## src/rtl/arb_grant_hold.sv

```systemverilog
// Registered grant-hold stage behind the daisy-chain arbiter: latches a legal
// one-hot grant and holds bus ownership until release or hold-budget expiry.
module arb_grant_hold #(
  parameter  int unsigned N       = 8,
  parameter  int unsigned MAXHOLD = 16,
  localparam int unsigned IW      = $clog2(N),
  localparam int unsigned CW      = $clog2(MAXHOLD)
) (
  input  logic          clk,
  input  logic          reset,
  input  logic [0:N-1]  req,
  input  logic [0:N-1]  arb_gnt,
  output logic [0:N-1]  gnt,
  output logic          gnt_valid,
  output logic [IW-1:0] gnt_idx,
  output logic [CW-1:0] hold_cnt,
  output logic          expired,
  output logic          arb_err
);

  localparam logic [CW-1:0] CNT_MAX = CW'(MAXHOLD - 1);

  typedef enum logic [1:0] {
    S_IDLE,
    S_GRANT,
    S_RELEASE
  } state_t;

  state_t        state, state_d;
  logic [0:N-1]  gnt_d;
  logic [IW-1:0] idx_d;
  logic [CW-1:0] cnt_d;
  logic          expired_d;
  logic          arb_err_d;

  logic [IW-1:0] arb_idx;
  logic          arb_legal;
  logic          owner_req;
  logic          others_req;

  // Position of the arbiter's grant bit; only meaningful when arb_gnt is one-hot.
  always_comb begin
    arb_idx = '0;
    for (int i = 0; i < N; i++) begin
      if (arb_gnt[i]) arb_idx = IW'(i);
    end
  end

  assign arb_legal  = $onehot(arb_gnt) && ((arb_gnt & req) == arb_gnt);
  assign owner_req  = |(req & gnt);
  assign others_req = |(req & ~gnt);
  assign gnt_valid  = |gnt;

  // State register plus the registered outputs, all cleared asynchronously.
  always_ff @(posedge clk or posedge reset) begin
    if (reset) begin
      state    <= S_IDLE;
      gnt      <= '0;
      gnt_idx  <= '0;
      hold_cnt <= '0;
      expired  <= 1'b0;
      arb_err  <= 1'b0;
    end else begin
      state    <= state_d;
      gnt      <= gnt_d;
      gnt_idx  <= idx_d;
      hold_cnt <= cnt_d;
      expired  <= expired_d;
      arb_err  <= arb_err_d;
    end
  end

  // Next state and next registered outputs.
  always_comb begin
    state_d   = state;
    gnt_d     = gnt;
    idx_d     = gnt_idx;
    cnt_d     = hold_cnt;
    expired_d = 1'b0;
    arb_err_d = 1'b0;

    case (state)
      S_IDLE: begin
        if (arb_gnt != '0) begin
          if (arb_legal) begin
            gnt_d   = arb_gnt;
            idx_d   = arb_idx;
            cnt_d   = '0;
            state_d = S_GRANT;
          end else begin
            arb_err_d = 1'b1;
          end
        end
      end

      S_GRANT: begin
        // Owner release takes precedence over budget expiry on the same edge.
        if (!owner_req) begin
          gnt_d   = '0;
          idx_d   = '0;
          cnt_d   = '0;
          state_d = S_RELEASE;
        end else if ((hold_cnt == CNT_MAX) && others_req) begin
          gnt_d     = '0;
          idx_d     = '0;
          cnt_d     = '0;
          expired_d = 1'b1;
          state_d   = S_RELEASE;
        end else if (hold_cnt != CNT_MAX) begin
          cnt_d = hold_cnt + CW'(1);
        end
      end

      S_RELEASE: begin
        state_d = S_IDLE;
      end

      default: begin
        state_d = S_IDLE;
        gnt_d   = '0;
        idx_d   = '0;
        cnt_d   = '0;
      end
    endcase
  end

endmodule

```

## config.mk

```make
export PLATFORM = sky130hd
export DESIGN_NAME = arb_grant_hold
export DESIGN_NICKNAME = d
export VERILOG_FILES = /design/src/rtl/arb_grant_hold.sv
export SDC_FILE = /design/constraint.sdc
export NUM_CORES = 1
export LEC_CHECK = 0
export BUFFER_PORTS_ARGS = -buffer_cell sky130_fd_sc_hd__buf_2
export CORE_MARGIN = 1
export CORE_UTILIZATION = 47
export DETAILED_ROUTE_END_ITERATION = 8
export GPL_ROUTABILITY_DRIVEN = 0
export PLACE_DENSITY = 0.84
export SETUP_SLACK_MARGIN = 0.15
export SLEW_MARGIN = 20
export SYNTH_ARGS = -nofsm -noshare
export SYNTH_HDL_FRONTEND = slang
export SYNTH_SLANG_ARGS = --single-unit
```

## constraint.sdc

```tcl
create_clock -name clk -period 1.9 [get_ports clk]
set_input_delay 0.095 -clock clk [delete_from_list [all_inputs] [get_ports clk]]
set_output_delay 0.095 -clock clk [all_outputs]
set_load 0.01 [all_outputs]
```

==> impl_metrics.toml, run 1 <==
[clock_tree]
cts_max_level = 1
cts_buffers = 3
clk_pin_slew_ns = 0.11
clockBufferDepth = 2
cts_sinks = 19
cts-root-buf = "clkbuf_4"
worstSkewPairLatency_ns = 0.30
cts_tree = "yes"

[timing]
hold_viol_final = 0
finalSetupViolations = 17
relSlewSlack = 0.525
fin_ws_ns = -1.52
worstMarginPinSlew_ns = 0.711
min_period_over_period = 1.80
maxSlewViolCount = 0
rsz0062_at_grt = "true"
finalClockSkew_ns = 0.00602
fmax_ghz = 0.293
min_period_ns = 3.42

[place]
dp.cells = 223
portBuffers = 35
placed_area_mm2 = 0.00171
dp_hpwl_um = 3000

[critical_path]
worstSetupPathType = "input pin to flip-flop"
cpPeakStageDelay_ns = 0.53
critPathRequiredTime_ns = 2.12
worstPathMaxFanout = 7
cp_common_cell = "fa_1"
crit_path_end_kind = "flip-flop"
cp-start-kind = "input pin"
critPathSlowestCell = "fa_1"
worstPathCellList = "buf_8 -> clkinvlp_4 -> fa_1 -> fa_1 -> fa_1 -> inv_1 -> ha_2 -> inv_2 -> fa_2 -> o211ai_1 -> nor4_4 -> a31oi_4 -> buf_6 -> a31oi_4 -> mux2i_1"
worstPathArrival_ns = 3.63

[layout]
final_layout_size_suffix_gt1_frac = 0.510
insertedDiodeCount = 0
final_cells = 236
fin_util = 0.742
fin_area_mm2 = 0.00192
final_net_count = 234
area_growth_pct = 43.8

[global_route]
antenna_found_initial = 0
grt_max_degree = 20
grt_pass1_vias = 1446
grt_pass1_wl_um = 6950
globalRouteOverflowTotal = 0
grt.total_usage = 0.291

[drt]
route.detailed.vias_per_inst = 5.99
drt_iter0_drc = 60
wl_um = 4310
detail_route.drc_violations = 0
route.vias.total = 1413
antenna_left = 0
dr.pass1.iters = 4
wl_per_cell_um = 18.3

[yosys]
synth_top_area_cell = "dfrtp_1"
synth_edf_count = 0
syn_avg_cell_area_um2 = 9.61
synth_top_area_frac = 0.356
yosysMostFrequentCell = "inv_1"
yosys-top-cells-area = "dfrtp_1 (36%), inv_1 (7.0%), fa_1 (6.0%)"
syn_inst = 139
synthArstFlopShare = 1.00
netlist_area_mm2 = 0.00134
ys_seq_elements = 19
yosys-top-cells-count = "inv_1 (25), dfrtp_1 (19), nand2_1 (9)"
synthesis.nets = 166
ys_warn_count = 0
synth_cell_type_count = 43
seq_area_frac_synth = 0.356
synthFlopType = "dfrtp_1"

[floorplanning]
start_util = 0.516
pin_count = 36
die_h_um = 55.3
placementRows = 18
die-area_mm2 = 0.00306
fp.coreArea_mm2 = 0.00259
fp.dieW_um = 55.3

[power_and_ir_drop]
p_leak_nw = 0.965
peakVddDrop_v = 0.00105
power_density_mw_per_mm2 = 1100
power_w = 0.00211

[flow_run]
cap_violations = 0

[status]
violations = "negative setup slack"
status = "finished, violations left"

[worst_hold_path]
hp-class = "input pin to flip-flop"
what timing repair did:
| action | 4_1_cts | 5_1_grt |
|---|---|---|
| hold buffers | 1 | 0 |
| buffers inserted | 5 | 2 |
| gates cloned | 1 | 0 |
| setup endpoints to repair | 17 | 17 |
| endpoints found under the hold margin | 19 | 0 |
| resized for setup | 19 | 7 |
| pin swaps | 4 | 1 |
critical path, delay by kind of cell:
kind	cells	cell delay, ns
buf+inv	5	0.44
simple gates	1	0.23
fa+ha+maj	5	2.13
mux	1	0.24
compound gates	3	0.49
metrics by stage:
step,hold slack (ns),worst slack (ns),setup TNS (ns)
floorplan,0.0461,-1.45,-23.35
global placement,0.225,-1.65,-26.12
detailed placement,0.241,-1.93,-29.97
CTS,0.165,-1.47,-22.78
global route,0.165,-1.65,-25.71
finish,0.171,-1.52,-23.73
placed cells by master (no fill, tap or decap), drive strengths merged, types with 2 or more instances in the layout:
cell	synthesis	routed
o41ai	8	8
a22oi	2	2
nand2	9	9
nand3	2	2
mux2i	3	3
nor4	4	4
nor2	7	7
a21oi	3	3
fa	4	4
buf	4	67
clkbuf	1	3
a21boi	2	2
nand2b	5	5
o21ai	11	11
ha	5	5
dfrtp	19	19
o2111ai	2	2
o22ai	4	4
inv	25	24
a31oi	5	5
mux2	2	2
path summary, 6_finish.rpt:
kind,start,cells after the start,slack [ns],end
worst max-delay path,arb_gnt[6],15,-1.52,hold_cnt[0]
worst min-delay path,arb_gnt[4],4,0.17,gnt[4]
worst max register to register,gnt[7],6,0.04,hold_cnt[3]
worst min register to register,gnt_idx[0],2,0.51,gnt_idx[0]
max in group asynchronous,reset,3,1.01,hold_cnt[2]
min in group asynchronous,reset,3,0.44,gnt[1]
cell type report:
class,count,area [µm²]
Multi-Input combinational cell,90,837
Sequential cell,19,475
Inverter,25,97.6
Fill cell,170,668
Clock buffer,3,22.5
Tap cell,30,37.5
Timing Repair Buffer,68,447
Clock inverter,1,5.00
logic make-up (layout without fill, tap and decap cells):
| kind of cell | count (synthesis) | in the layout | synth area share |
|---|---|---|---|
| DFF | 19 | 19 | 0.356 |
| and+or+nand+nor | 31 | 31 | 0.129 |
| buffers and inverters | 30 | 97 | 0.0992 |
| adders and majority gates | 9 | 9 | 0.107 |
| AOI/OAI and AO/OA | 45 | 45 | 0.270 |
| muxes | 5 | 5 | 0.0393 |
routing by layer:
| metal | GRT usage | vias up | share of wire |
|---|---|---|---|
| li1 | - | 632 | - |
| met1 | 0.366 | 684 | 0.40 |
| met5 | 0 | - | 0 |
| met2 | 0.499 | 80 | 0.50 |
| met3 | 0.0468 | 17 | 0.071 |
| met4 | 0.107 | 0 | 0.029 |
registers in the layout, indices dropped and copies added (netlist names):
signal and count:
arb_err 1, expired 1, gnt 8, gnt_idx 3, hold_cnt 4, state 2
report_power, final:
group / internal (W) / leakage [nW] / switching (W)
registers: 0.000550 / 0.241 / 0.000171
logic: 0.000558 / 0.706 / 0.000628
clock network: 0.0000785 / 0.0177 / 0.000126
total: 0.00119 / 0.965 / 0.000925
(Power assumes the default switching activity.)
==> inputs of run 2 (changes only) <==
==> constraint.sdc (replaced) <==
create_clock -name clk -period 1.9 [get_ports clk]
set_input_delay 0.095 -clock clk [delete_from_list [all_inputs] [get_ports clk]]
set_output_delay 0.095 -clock clk [all_outputs]
set_load 0.005 [all_outputs]
==> impl_metrics.toml, run 2 (synthesized netlist as in run 1, its figures left out) <==
[layout]
layout_commonest_cell = "buf_2"
largest_reg_flops = 8
final_net_count = 232
final_layout_size_suffix_gt1_frac = 0.515
final_cell_mix = "buf_2 (33), buf_4 (28), inv_1 (21), dfrtp_1 (19), nand2_1 (9)"
nFillCells = 163
largest_registers = "gnt: 8 flops, hold_cnt: 4 flops, gnt_idx: 3 flops"
fin_area_mm2 = 0.00194
final_cells = 234
multiInputGateArea_um2 = 872
seq_area_um2 = 475
area_growth_pct = 45.5
regMostFlops = "gnt"
insertedDiodeCount = 0

[critical_path]
critPathRequiredTime_ns = 2.08
crit_path_end_kind = "flip-flop"
reg2reg_depth = 7
cpPeakStageDelay_ns = 0.52
worstPathMaxFanout = 7
worstPathCellList = "buf_8 -> clkinvlp_4 -> fa_1 -> fa_1 -> fa_1 -> inv_1 -> ha_2 -> inv_2 -> fa_2 -> o211ai_1 -> nor4_4 -> a31oi_4 -> buf_6 -> buf_4 -> o41ai_2"
worstSetupPathType = "input pin to flip-flop"
cp-start-kind = "input pin"
worstPathArrival_ns = 3.68
cp_common_cell = "fa_1"
critPathSlowestCell = "fa_1"

[timing]
worstMarginPinSlew_ns = 0.710
finalSetupViolations = 17
fin_ws_ns = -1.60
min_period_ns = 3.50
hold_viol_final = 0
rsz0062_at_grt = "true"
finalClockSkew_ns = 0.00333
fmax_ghz = 0.286
whs_ns = 0.160
relSlewSlack = 0.526
maxSlewViolCount = 0
min_period_over_period = 1.84

[power_and_ir_drop]
p_leak_nw = 0.964
switching_share = 0.433
p_seq_frac = 0.344
power_density_mw_per_mm2 = 1090
peakVddDrop_v = 0.00115
combPwrFrac = 0.557
power_w = 0.00212
switchingPower_w = 0.000919
intPower_w = 0.00120
p_clk_frac = 0.099

[worst_hold_path]
hp-class = "input pin to flip-flop"
hold_depth = 4

[drt]
detail_route.drc_violations = 0
dr.pass1.iters = 6
antenna_left = 0
route.vias.total = 1452
wl_per_cell_um = 20.3
wl_um = 4740
drt_iter0_drc = 54
route.detailed.vias_per_inst = 6.21

[floorplanning]
fp.dieW_um = 55.3
pin_count = 36
die_h_um = 55.3
start_util = 0.516
die-area_mm2 = 0.00306
placementRows = 18
fp.coreArea_mm2 = 0.00259

[flow_run]
cap_violations = 0

[clock_tree]
clk_pin_slew_ns = 0.11
cts_buffers = 3
cts-root-buf = "clkbuf_4"
worstSkewPairLatency_ns = 0.31
cts_sinks = 19
clockBufferDepth = 2
cts_max_level = 1
cts_tree = "yes"

[place]
dpl_worst_slack_ns = -1.91
dp.cells = 222
placed_area_mm2 = 0.00170
dp_hpwl_um = 3010
portBuffers = 35

[global_route]
grt_pass1_vias = 1480
grt_max_degree = 20
antenna_found_initial = 0
globalRouteOverflowTotal = 0
grt_pass1_wl_um = 7340
grt.total_usage = 0.309

[status]
violations = "negative setup slack"
status = "finished, violations left"
run 2: power by group through the flow:
| stage | Sequential [W] | Clock [W] | Combinational [W] |
|---|---|---|---|
| final | 0.000731 | 0.000209 | 0.00118 |
| after global routing | 0.000751 | 0.000219 | 0.00127 |
| after CTS | 0.000716 | 0.000210 | 0.00106 |
| after detailed placement | 0.000714 | 0 | 0.000892 |
| after global placement | 0.000697 | 0 | 0.000849 |
| after floorplan | 0.000701 | 0 | 0.000528 |
run 2: path summary, 6_finish.rpt:
| kind | slack (ns) | from | endpoint |
|---|---|---|---|
| setup / recovery | -1.60 | arb_gnt[6] | gnt[6] |
| hold / removal | 0.16 | arb_gnt[7] | gnt[7] |
| setup reg to reg | 0.04 | gnt[3] | hold_cnt[3] |
| hold reg to reg | 0.53 | gnt_idx[0] | gnt_idx[0] |
| max in group asynchronous | 1.02 | reset | gnt[4] |
| min in group asynchronous | 0.43 | reset | hold_cnt[0] |
run 2: critical path, delay by kind of cell:
kind / cells / cell delay [ns]
adders and majority gates: 5 / 2.13
AOI/OAI and AO/OA: 3 / 0.61
buffers and inverters: 6 / 0.59
and+or+nand+nor: 1 / 0.24
run 2: final cells by class:
cell class,count,area share
multi-input cells,90,0.449
flip-flops and latches,19,0.245
clock inverters,1,0.00257
inverters,25,0.0502
clock buffers,3,0.0116
repair buffers,66,0.223
well taps,30,0.0193
run 2: per-stage QoR:
step	util	TNS, ns
floorplan	-	-23.35
global placement	0.656	-26.16
detailed placement	0.656	-29.97
CTS	0.729	-23.19
global route	0.751	-26.11
finish	0.751	-24.70
run 2: repair_timing:
action                                  4_1_cts  5_1_grt
pin swaps                                     1        1
hold buffers                                  1        0
hold endpoints to repair                     19        0
setup buffers                                 5        1
gates cloned                                  1        0
endpoints found under the setup margin       17       17
gates resized for setup                      24       10
run 2: routing by layer:
layer,vias to the layer above,global-route usage,wire [µm]
li1,627,-,-
met1,697,0.372,1780
met2,97,0.523,2290
met3,31,0.0562,381
met4,0,0.164,286
met5,-,0,0
==> inputs of run 3 (changes only) <==
--- a/config.mk
+++ b/config.mk
@@ -10,6 +10,7 @@
 export CORE_UTILIZATION = 47
 export DETAILED_ROUTE_END_ITERATION = 8
 export GPL_ROUTABILITY_DRIVEN = 0
+export MAX_ROUTING_LAYER = met4
 export PLACE_DENSITY = 0.84
 export SETUP_SLACK_MARGIN = 0.15
 export SLEW_MARGIN = 20
==> impl_metrics.toml, run 3 (synthesized netlist as in run 1, its figures left out) <==
[global_route]
globalRouteOverflowTotal = 0
grt_pass1_wl_um = 7310
grt_pass1_vias = 1478
grt_max_degree = 20
antenna_found_initial = 0
grt.total_usage = 0.318

[timing]
finalClockSkew_ns = 0.00352
fin_ws_ns = -1.55
rsz0062_at_grt = "true"
finalSetupViolations = 17
hold_viol_final = 0
relSlewSlack = 0.515
min_period_ns = 3.45
fmax_ghz = 0.290
min_period_over_period = 1.82
whs_ns = 0.158
worstMarginPinSlew_ns = 0.727
maxSlewViolCount = 0

[layout]
final_layout_size_suffix_gt1_frac = 0.515
final_net_count = 232
layout_commonest_cell = "buf_2"
insertedDiodeCount = 0
final_cell_mix = "buf_2 (33), buf_4 (28), inv_1 (21), dfrtp_1 (19), nand2_1 (9)"
largest_reg_flops = 8
largest_registers = "gnt: 8 flops, hold_cnt: 4 flops, gnt_idx: 3 flops"
area_growth_pct = 45.5
fin_util = 0.751
regMostFlops = "gnt"

[drt]
route.detailed.vias_per_inst = 6.24
drt_iter0_drc = 55
dr.max_layer_used = "met4"
dr_wl_met3_um = 430
detail_route.drc_violations = 0
route.vias.total = 1460
wl_met2_um = 2300
antenna_left = 0
wl_um = 4730
met1Wirelength_um = 1700
wl_per_cell_um = 20.2
dr.pass1.iters = 5

[clock_tree]
clockBufferDepth = 2
cts_tree = "yes"
clk_pin_slew_ns = 0.11
cts_buffers = 3
cts_sinks = 19
cts-root-buf = "clkbuf_4"
worstSkewPairLatency_ns = 0.31
cts_max_level = 1

[power_and_ir_drop]
p_leak_nw = 0.964
peakVddDrop_v = 0.00116
power_density_mw_per_mm2 = 1090
power_w = 0.00212

[critical_path]
reg2reg_depth = 7
cp-start-kind = "input pin"
cp.depth = 15
worstPathArrival_ns = 3.64
critPathSlowestCell = "fa_1"
cp-endpoint = "gnt[6]"
worstPathCellList = "buf_8 -> clkinvlp_4 -> fa_1 -> fa_1 -> fa_1 -> inv_1 -> ha_2 -> inv_2 -> fa_2 -> o211ai_1 -> nor4_4 -> a31oi_4 -> buf_6 -> buf_4 -> o41ai_2"
rrSetupSlack_ns = 0.05
crit-reg2reg-launch = "gnt[3]"
cpLargestDelayFamily = "adder cells"
crit_path_start = "arb_gnt[6]"
cpPeakStageDelay_ns = 0.52
worstSetupPathType = "input pin to flip-flop"
crit_buf_inv = 6
crit_path_end_kind = "flip-flop"
critPathRequiredTime_ns = 2.09
r2r_end = "hold_cnt[3]"
cp_common_cell = "fa_1"
worstPathMaxFanout = 7

[place]
dp_hpwl_um = 3010
portBuffers = 35
dpl_worst_slack_ns = -1.91

[floorplanning]
fp.dieW_um = 55.3
start_util = 0.516
die_h_um = 55.3
fp.coreArea_mm2 = 0.00259
pin_count = 36
die-area_mm2 = 0.00306
placementRows = 18

[status]
violations = "negative setup slack"
status = "finished, violations left"

[worst_hold_path]
hp-class = "input pin to flip-flop"

[flow_run]
cap_violations = 0
[run 3: cell counts in the layout (fill, tap and decap cells not counted)]
No cell type changed its count.
[run 3: cell type report]
class	count	area, µm²
Inverter	25	97.6
Clock buffer	3	22.5
Fill cell	163	646
Sequential cell	19	475
Multi-Input combinational cell	90	872
Timing Repair Buffer	66	434
Clock inverter	1	5.00
Tap cell	30	37.5
[run 3: report_power, final]
| part | switching (W) | internal [W] | total (W) |
|---|---|---|---|
| Combinational | 0.000604 | 0.000576 | 0.00118 |
| Sequential | 0.000183 | 0.000550 | 0.000732 |
| Clock | 0.000133 | 0.0000788 | 0.000212 |
[run 3: per-stage QoR]
stage,setup TNS (ns),instance area (µm²),std cells
2_1_floorplan,-23.35,1350,139
3_3_place_gp,-26.16,1700,222
3_5_place_dp,-29.97,1700,222
4_1_cts,-23.19,1890,233
5_1_grt,-26.09,1940,234
6_report,-24.21,1940,234
[run 3: worst min-delay path by stage]
stage | startpoint | to | slack [ns] | cells after the start
after floorplan | reset | arb_err | 0.05 | 1
after global placement | reset | gnt[1] | 0.23 | 2
after detailed placement | reset | gnt[1] | 0.24 | 2
after CTS | arb_gnt[7] | gnt[7] | 0.16 | 4
after global routing | arb_gnt[7] | gnt[7] | 0.18 | 4
final | arb_gnt[7] | gnt[7] | 0.16 | 4
[run 3: worst reg2reg max path, cell delays in order (launching register included)]
cell     delay [ns]
dfrtp_1        0.37
buf_4          0.16
o22ai_1        0.13
nor4_2         0.33
o21a_2         0.18
buf_4          0.28
a41oi_1        0.17
a31oi_1        0.17
[run 3: what timing repair did]
item	4_1_cts	5_1_grt
pin swaps	1	1
hold buffers	1	0
endpoints found under the hold margin	19	0
buffers inserted	5	1
gates resized for setup	24	10
endpoints found under the setup margin	17	17
cloned	1	0
[run 3: layer usage]
layer / vias to the layer above / track usage
li1: 629 / -
met1: 702 / 0.369
met2: 101 / 0.525
met3: 28 / 0.0562
met4: 0 / 0.164
met5: - / -
